<file path="src/rtl/glb_pkg.sv">
// Shared widths, bank geometry, FSM encoding and saturation bounds for the GLB writeback path.
// Latency: n/a (constants and types only).
// Backpressure: n/a.
package glb_pkg;
    localparam int FIFO_DATA_WIDTH = 8;
    localparam int PSUM_WIDTH      = 32;
    localparam int PE_SIZE         = 16;
    localparam int MEM1_DEPTH      = 896;
    localparam int MEM1_ADDR_WIDTH = 10;
    localparam int MEM1_DATA_WIDTH = 128;
    localparam int SHIFT_WIDTH     = 5;
    localparam int CNT_WIDTH       = MEM1_ADDR_WIDTH + 1;

    localparam int SAT_MAX = (1 << (FIFO_DATA_WIDTH - 1)) - 1;
    localparam int SAT_MIN = -(1 << (FIFO_DATA_WIDTH - 1));

    typedef enum logic [1:0] {
        ST_IDLE  = 2'd0,
        ST_RUN   = 2'd1,
        ST_DRAIN = 2'd2,
        ST_DONE  = 2'd3
    } wb_state_t;
endpackage

</file>
<file path="src/rtl/glb_writeback_psum_quant.sv">
// One-lane quantiser: arithmetic right shift, then saturate to a signed FIFO_DATA_WIDTH value.
// Latency: combinational.
// Backpressure: none; pure function of its inputs.
module psum_quant
    import glb_pkg::*;
(
    input  logic signed [PSUM_WIDTH-1:0]      psum,
    input  logic        [SHIFT_WIDTH-1:0]     shift,
    output logic        [FIFO_DATA_WIDTH-1:0] q
);
    localparam logic signed [PSUM_WIDTH-1:0] HI = PSUM_WIDTH'(SAT_MAX);
    localparam logic signed [PSUM_WIDTH-1:0] LO = PSUM_WIDTH'(SAT_MIN);

    logic signed [PSUM_WIDTH-1:0] shifted;

    always_comb begin
        shifted = psum >>> shift;
        if (shifted > HI) begin
            q = HI[FIFO_DATA_WIDTH-1:0];
        end else if (shifted < LO) begin
            q = LO[FIFO_DATA_WIDTH-1:0];
        end else begin
            q = shifted[FIFO_DATA_WIDTH-1:0];
        end
    end
endmodule

</file>
<file path="src/rtl/glb_writeback.sv">
// Quantises accepted PE psum rows and writes them to consecutive (wrapping) MEM1 addresses.
// Latency: row accepted in cycle N is presented on the SRAM port-0 write signals in cycle N+1.
// Backpressure: psum_ready_o depends only on state/count; a held valid row waits without loss.
module glb_writeback
    import glb_pkg::*;
(
    input  logic                             clk,
    input  logic                             rst_n,
    input  logic                             start_i,
    input  logic [MEM1_ADDR_WIDTH-1:0]       base_addr_i,
    input  logic [MEM1_ADDR_WIDTH-1:0]       num_words_i,
    input  logic [SHIFT_WIDTH-1:0]           shift_i,
    input  logic [PE_SIZE*PSUM_WIDTH-1:0]    psum_i,
    input  logic                             psum_valid_i,
    output logic                             psum_ready_o,
    output logic                             mem_ce_o,
    output logic                             mem_we_o,
    output logic [MEM1_ADDR_WIDTH-1:0]       mem_addr_o,
    output logic [MEM1_DATA_WIDTH-1:0]       mem_d_o,
    output logic                             busy_o,
    output logic                             done_o
);
    localparam logic [MEM1_ADDR_WIDTH-1:0] DEPTH_A   = MEM1_ADDR_WIDTH'(MEM1_DEPTH);
    localparam logic [MEM1_ADDR_WIDTH-1:0] LAST_ADDR = MEM1_ADDR_WIDTH'(MEM1_DEPTH - 1);

    generate
        if (MEM1_DATA_WIDTH != PE_SIZE * FIFO_DATA_WIDTH) begin : g_width_check
            $error("glb_writeback: MEM1_DATA_WIDTH must equal PE_SIZE*FIFO_DATA_WIDTH");
        end
    endgenerate

    wb_state_t                     state;
    logic [CNT_WIDTH-1:0]          acc_cnt;
    logic [CNT_WIDTH-1:0]          num_q;
    logic [MEM1_ADDR_WIDTH-1:0]    wr_addr;
    logic [SHIFT_WIDTH-1:0]        shift_q;
    logic [MEM1_DATA_WIDTH-1:0]    quant_row;
    logic [MEM1_ADDR_WIDTH-1:0]    base_mod;
    logic                          accept;

    assign psum_ready_o = (state == ST_RUN) && (acc_cnt != num_q);
    assign accept       = psum_ready_o && psum_valid_i;
    // Address width only reaches 2*DEPTH, so one conditional subtract is a full modulo.
    assign base_mod     = (base_addr_i >= DEPTH_A) ? (base_addr_i - DEPTH_A) : base_addr_i;

    for (genvar g = 0; g < PE_SIZE; g++) begin : g_lane
        psum_quant u_quant (
            .psum  (psum_i[PSUM_WIDTH*g +: PSUM_WIDTH]),
            .shift (shift_q),
            .q     (quant_row[FIFO_DATA_WIDTH*g +: FIFO_DATA_WIDTH])
        );
    end

    always_ff @(posedge clk or negedge rst_n) begin
        if (!rst_n) begin
            state      <= ST_IDLE;
            acc_cnt    <= '0;
            num_q      <= '0;
            wr_addr    <= '0;
            shift_q    <= '0;
            mem_ce_o   <= 1'b0;
            mem_we_o   <= 1'b0;
            mem_addr_o <= '0;
            mem_d_o    <= '0;
            busy_o     <= 1'b0;
            done_o     <= 1'b0;
        end else begin
            mem_ce_o <= 1'b0;
            mem_we_o <= 1'b0;
            done_o   <= 1'b0;
            case (state)
                ST_IDLE: begin
                    if (start_i) begin
                        wr_addr <= base_mod;
                        num_q   <= {1'b0, num_words_i};
                        shift_q <= shift_i;
                        acc_cnt <= '0;
                        if (num_words_i != '0) begin
                            state  <= ST_RUN;
                            busy_o <= 1'b1;
                        end else begin
                            state  <= ST_DONE;
                            done_o <= 1'b1;
                        end
                    end
                end
                ST_RUN: begin
                    if (accept) begin
                        mem_ce_o   <= 1'b1;
                        mem_we_o   <= 1'b1;
                        mem_addr_o <= wr_addr;
                        mem_d_o    <= quant_row;
                        wr_addr    <= (wr_addr == LAST_ADDR) ? '0 : wr_addr + 1'b1;
                        acc_cnt    <= acc_cnt + 1'b1;
                        if ((acc_cnt + 1'b1) == num_q) begin
                            state <= ST_DRAIN;
                        end
                    end
                end
                ST_DRAIN: begin
                    // The final write is on the port this cycle; completion is signalled next.
                    state  <= ST_DONE;
                    busy_o <= 1'b0;
                    done_o <= 1'b1;
                end
                ST_DONE: begin
                    state <= ST_IDLE;
                end
                default: begin
                    state <= ST_IDLE;
                end
            endcase
        end
    end
endmodule

</file>
<file path="config.mk">
export PLATFORM = sky130hd
export DESIGN_NAME = glb_writeback
export DESIGN_NICKNAME = d
export VERILOG_FILES = /design/src/rtl/glb_pkg.sv /design/src/rtl/glb_writeback_psum_quant.sv /design/src/rtl/glb_writeback.sv
export SDC_FILE = /design/constraint.sdc
export NUM_CORES = 2
export LEC_CHECK = 0
export ABC_CLOCK_PERIOD_IN_PS = 4100
export CAP_MARGIN = 20
export CORE_ASPECT_RATIO = 0.8
export CORE_UTILIZATION = 50
export CTS_CLUSTER_SIZE = 14
export DETAILED_ROUTE_END_ITERATION = 6
export PLACE_DENSITY_LB_ADDON = 0.3
export SLEW_MARGIN = 20
export SYNTH_ARGS = -nofsm -noshare
export SYNTH_HDL_FRONTEND = slang
export SYNTH_SLANG_ARGS = --single-unit
</file>
<file path="constraint.sdc">
create_clock -name clk -period 4.1 [get_ports clk]
set_input_delay 0.41 -clock clk [delete_from_list [all_inputs] [get_ports clk]]
set_output_delay 0.41 -clock clk [all_outputs]
set_load 0.02 [all_outputs]
</file>
Word level (Yosys, flattened, before mapping) --
Index checks and enable logic that the tools add are counted.
Storage, ports and cells: logic and storage cells 136, output and inout bits 143, register bits 179, input bits 541
Operators by class: eq/ne operators 10, reductions and logical operators 11, multiplexer cells 53, order comparisons 33, shifts and indexed selects 16, add/subtract/negate cells 3
Operator list (count):
- greater-than comparator 32 x 8 -> 1 bit (second input constant) | 16
- less-than comparator 32 x 8 -> 1 bit (second input constant) | 16
- >>> shifter 32 x 5 -> 32 bit | 16
- two-way mux 8 bit | 32
- two-way mux 10 bit | 4
- two-way mux 11 bit | 2
- case mux 11 bit (2 select lines) | 1
- case mux 10 bit (2 select lines) | 1
- adder 11 x 1 -> 11 bit (second input constant) | 1
- equality test 11 x 10 -> 1 bit | 1
- != test 11 x 10 -> 1 bit | 1
- adder 10 x 1 -> 10 bit (second input constant) | 1
- equality test 10 bit (second input constant) | 1
- >= comparator 10 bit (second input constant) | 1
- nonzero test 10 bit | 1
- subtractor 10 bit (second input constant) | 1
- AND reduction 3 bit | 3
- two-way mux 2 bit | 4
- case mux 2 bit (4 select lines) | 1
- two-way mux 1 bit | 6
- != test 2 bit (second input constant) | 3
- equality test 2 bit (second input constant) | 2
- case mux 1 bit (2 select lines) | 2
- AND reduction 2 bit | 2
- other kinds (5) | 7

Depth between registers and ports, before layout --
depth after elaboration 5, mapped depth 17, gate-level depth less buffers 10

Modules after synthesis --
A second synthesis with hierarchy kept.
Unflattened totals: cell total of the unflattened synthesis 5374, area, all modules 45690.1 um^2
By module, submodules not included:
- psum_quant | cells each 283, area each 2372.3 um^2, times used 16, seq. area each 0.0 um^2
- glb_writeback | cells each 846, area each 7733.7 um^2, times used 1, seq. area each 4479.3 um^2

Least setup slack after synthesis --
Ideal clock, no wire load.
path kind register -> register, from register state[1], to register mem_d_o[67], data required time 4.004 ns, arrival time 3.071 ns, period minus slack after synthesis 3.167 ns, setup time 0.096 ns, cell stages (with the launch flop) 12, setup slack 0.933 ns, buffers on the path 3, path through dfrtp_1 > inv_1 > ha_1 > clkbuf_1 > inv_1 > a31oi_1 > nand2_1 > inv_1 > buf_2 > dlygate4sd3_1 > nor2_1 > o32ai_2
Between the ends: cells in the longest elaborated chain, start to end 4
Ends and longest elaborated chain:
- start: declaration | line glb_writeback.sv:32 | wb_state_t state;
- start signal: assignment | line glb_writeback.sv:56 | state <= ST_IDLE;
- start signal: assignment | line glb_writeback.sv:79 | state <= ST_RUN;
- start signal: assignment | line glb_writeback.sv:82 | state <= ST_DONE;
- equality test 2 x 1 -> 1 bit | line glb_writeback.sv:41 | assign psum_ready_o = (state == ST_RUN) && (acc_cnt != num_q);
- logical AND 1 bit | line glb_writeback.sv:41
- via psum_ready_o | line glb_writeback.sv:15 | output logic psum_ready_o,
- logical AND 1 bit | line glb_writeback.sv:42 | assign accept = psum_ready_o && psum_valid_i;
- AND reduction 2 bit (no source line)
- end signal: assignment | line glb_writeback.sv:92 | mem_d_o <= quant_row;
- end: declaration | line glb_writeback.sv:19 | output logic [MEM1_DATA_WIDTH-1:0] mem_d_o,
The timed path passes the listed nets, and every way through them passes these cells. A chain may end at the register's enable or synchronous reset.

Worst setup path after layout --
from register shift_q[1], to register mem_d_o[109]
Between the ends: cells in the longest elaborated chain, start to end 4, elaborated cells between the ends (all ways) 5, those cells by class 2 x order compare; 1 x shift; 2 x mux
Ends and longest elaborated chain:
- start: declaration | line glb_writeback.sv:36 | logic [SHIFT_WIDTH-1:0] shift_q;
- start signal: assignment | line glb_writeback.sv:76 | shift_q <= shift_i;
- >>> shifter 32 x 5 -> 32 bit (*) | line glb_writeback_psum_quant.sv:17 | shifted = psum >>> shift;
- less-than comparator 32 x 8 -> 1 bit | line glb_writeback_psum_quant.sv:20 | end else if (shifted < LO) begin
- two-way mux 8 bit | line glb_writeback_psum_quant.sv:20
- two-way mux 8 bit (*) | line glb_writeback_psum_quant.sv:18 | if (shifted > HI) begin
Every way passes the cells marked *; elsewhere a longest branch is shown, timed or not.

==> implementation parameters <==
Parameter                              Value

Status
  Outcome ... finished with violations
  Violated checks ... design-rule violations

Worst setup path
  Crit path capture type ... register
  Classification of the worst setup path ... register to register
  Worst Reg-to-Reg Cells ... 10
  Largest fanout on the critical path ... 30
  CP startpoint kind ... register
  Minimum setup slack among reg-to-reg paths ... 0.04 ns
  Worst path arrival time ... 4.44 ns
  Worst EP required ... 4.48 ns

Routing
  Via count of the routed design ... 47964
  Post-DR vias/cell ... 7.85
  Number of remaining DRC errors ... 11
  Wirelength, routed ... 229000 µm
  Number of nets with antenna violations after routing ... 0
  Number of detailed-routing iterations run before antenna repair ... 7
  Detailed Route Iter0 Violations ... 9417
  Routed wirelength normalized by instance count ... 37.5 µm

Run
  Max Cap Viol ... 0

Clock tree
  Clock insertion delay at the later pin of the skew report ... 0.54 ns
  CTS Buffer Depth ... 2
  Total setup buffers inserted after CTS ... 0
  Clk root buf ... sky130_fd_sc_hd__clkbuf_16
  CTS clk-pin slew, worst paths ... 0.11 ns
  CTS tree ... built
  Number of levels the H-tree was split into ... 4
  CTS Buf Count ... 17
  Total clock sinks ... 179

Place
  Global placer's final weighted congestion ... 1.10
  Buffers on Ports ... 683
  Detailed Place HPWL ... 180000 µm

Power and ir drop
  Pwr Total ... 49.2 mW
  Worst-case vdd ir drop ... 0.000664 V
  Leakage power summed over all cells ... 18.8 nW
  P per Cell Area ... 974 nW/µm²

Hold path
  Tightest Hold Check Type ... primary input to async pin

STA
  Setup violation total in the final timing report ... 0
  Peak Freq ... 0.246 GHz
  RSZ-0062 raised after global routing ... no
  Final critical-path share of the clock period ... 99.0%
  Final hold vios ... 0
  Tightest slew margin relative to the limit ... 9.54%
  Sum of negative setup slack ... 0 ns
  Final max-slew violation count ... 0
  Worst Max-Slew Pin Slew ... 1.34 ns
  Final Critical Period ... 4.06 ns
  Skew final ... 0.0294 ns

Global routing
  Initial antenna violation count ... 61
  Overall routing resource usage ... 52.8%
  Largest net degree at the start of global routing ... 90
  Overflow left after global routing ... 0
  First-pass GRT wire length ... 320000 µm
  Via count of the first global-routing pass ... 42519

Yosys
  Syn. warnings ... 0
  Post-synth EDFFs ... 0
  Post-synthesis net count ... 4946
  Average cell area after synthesis ... 9.40 µm²
  Post-synthesis cell count ... 4399
  Sequential share of the synthesized area ... 10.8%
  Async set-or-reset flop fraction in the synthesized netlist ... 100%
  Number of distinct library cells after synthesis ... 112
  Number of synthesized register bits ... 179
  Area of the mapped netlist ... 41400 µm²
  Top flip-flop cell by instance count after synthesis ... sky130_fd_sc_hd__dfrtp_1

Floorplanning
  Starting Density ... 50.9%
  Number of rows created at floorplan ... 93
  Number of ports placed on the die boundary ... 684
  Die extent in x ... 324 µm
  Total die area ... 83900 µm²
  Die outline height ... 259 µm
  Placeable core region ... 81200 µm²

Cells and area
  Most frequent standard cell in the layout excluding fill and tap cells ... sky130_fd_sc_hd__clkdlybuf4s50_1
  Total number of nets in the final design ... 5506
  Share of post-route cells with drive strength above 1 ... 23.7%
  Syn-to-layout area delta ... 22.2%
  Leading cell types in the layout, fill and taps excluded ... sky130_fd_sc_hd__clkdlybuf4s50_1 (682), sky130_fd_sc_hd__mux4_2 (519), sky130_fd_sc_hd__nand2_1 (509)
-- final timing paths --
| check | endpoint | startpoint |
|---|---|---|
| hold reg to reg | mem_addr_o[9] | mem_addr_o[9] |
| hold / removal | mem_d_o[102] | rst_n |
| max in group asynchronous | mem_d_o[1] | rst_n |
| setup reg to reg | mem_d_o[109] | shift_q[1] |
| min in group clk | mem_addr_o[9] | mem_addr_o[9] |
| setup / recovery | mem_d_o[109] | shift_q[1] |
-- cells by family after synthesis --
logic type,share of synthesized area [%]
simple gates,14.6
compound gates,20.5
mux,45.6
buf+inv,7.89
flops,10.8
xor+xnor,0.402
fa+ha+maj,0.181
-- final cells by class --
cell class / instances / area, µm²
clock buffers: 17 / 425
inverters: 50 / 223
diodes: 46 / 115
well taps: 1092 / 1370
clock inverters: 15 / 214
repair buffers: 1011 / 9990
flip-flops and latches: 179 / 4500
multi-input cells: 3700 / 33700
fillers: 6901 / 30700
-- repair_timing --
| action | CTS | global route |
|---|---|---|
| hold buffers | 1 | 0 |
| resized for setup | 0 | 6 |
| endpoints found under the hold margin | 19 | 0 |
| endpoints found under the setup margin | 0 | 29 |
-- where the power goes --
part | switching, mW | total [mW] | internal, mW
Clock | 1.16 | 2.01 | 0.856
Sequential | 1.20 | 3.73 | 2.53
Combinational | 26.0 | 43.5 | 17.5
Total | 28.3 | 49.2 | 20.9
-- per-stage QoR --
stage | instances | hold slack (ns) | setup slack [ns] | util, % | instance area, µm²
floorplan | 4399 | 0.114 | 0.933 | - | 41400
finish | 6110 | 0.432 | 0.0429 | 62.2 | 50500
detailed placement | 6031 | 0.466 | 0.104 | 61.3 | 49700
global placement | 6031 | 0.461 | 0.0813 | 61.3 | 49700
CTS | 6064 | 0.474 | 0.0706 | 62.1 | 50400
global route | 6099 | 0.492 | 0.00638 | 62.2 | 50500
-- worst max-delay path, cell delays in order, from the launching register on --
cell and delay [ns]:
sky130_fd_sc_hd__dfrtp_4 0.72, sky130_fd_sc_hd__buf_12 0.28, sky130_fd_sc_hd__buf_4 0.19, sky130_fd_sc_hd__mux4_2 0.49, sky130_fd_sc_hd__mux2i_1 0.36, sky130_fd_sc_hd__inv_1 0.16, sky130_fd_sc_hd__mux4_2 0.51, sky130_fd_sc_hd__nor4_1 0.29
sky130_fd_sc_hd__nor4bb_1 0.47, sky130_fd_sc_hd__buf_4 0.31, sky130_fd_sc_hd__o22ai_1 0.10
-- state kept, by name (all words and copies together), names as in the netlist --
register    flops
mem_d_o       128
acc_cnt        11
mem_addr_o     10
num_q          10
wr_addr        10
shift_q         5
state           2
busy_o          1
done_o          1
mem_we_o        1
-- layer usage --
layer  global-route usage, %  vias up  share of wire, %
met5                    1.42        -              0.17
met4                    17.0       42               3.6
met3                    34.1      585                21
met2                    61.7     4871                36
met1                    75.8    23530                39
li1                        -    18936                 -
-- cells in the mapped netlist (30+ instances only) --
cell type,n,area share [%]
sky130_fd_sc_hd__a211oi_1,93,1.7
sky130_fd_sc_hd__a21oi_1,195,2.4
sky130_fd_sc_hd__a221o_1,36,0.87
sky130_fd_sc_hd__a22oi_1,34,0.62
sky130_fd_sc_hd__a31oi_1,35,0.53
sky130_fd_sc_hd__and2_1,30,0.45
sky130_fd_sc_hd__and3_1,47,0.71
sky130_fd_sc_hd__buf_1,31,0.28
sky130_fd_sc_hd__buf_2,126,1.5
sky130_fd_sc_hd__buf_4,84,1.5
sky130_fd_sc_hd__buf_6,69,1.9
sky130_fd_sc_hd__clkbuf_1,135,1.2
sky130_fd_sc_hd__dfrtp_1,179,11
sky130_fd_sc_hd__inv_1,48,0.44
sky130_fd_sc_hd__mux2_2,205,5.6
sky130_fd_sc_hd__mux2i_1,417,10
sky130_fd_sc_hd__mux4_2,519,28
sky130_fd_sc_hd__nand2_1,510,4.6
sky130_fd_sc_hd__nand2b_1,43,0.65
sky130_fd_sc_hd__nand3_1,53,0.64
sky130_fd_sc_hd__nand4_1,35,0.53
sky130_fd_sc_hd__nor2_1,329,3.0
sky130_fd_sc_hd__nor2b_1,30,0.45
sky130_fd_sc_hd__nor3_1,46,0.56
sky130_fd_sc_hd__nor4_1,41,0.62
sky130_fd_sc_hd__o211ai_1,48,0.87
sky130_fd_sc_hd__o21ai_0,279,3.4
sky130_fd_sc_hd__o22ai_1,109,1.6
Note: power is estimated with default switching activity, not from simulation.
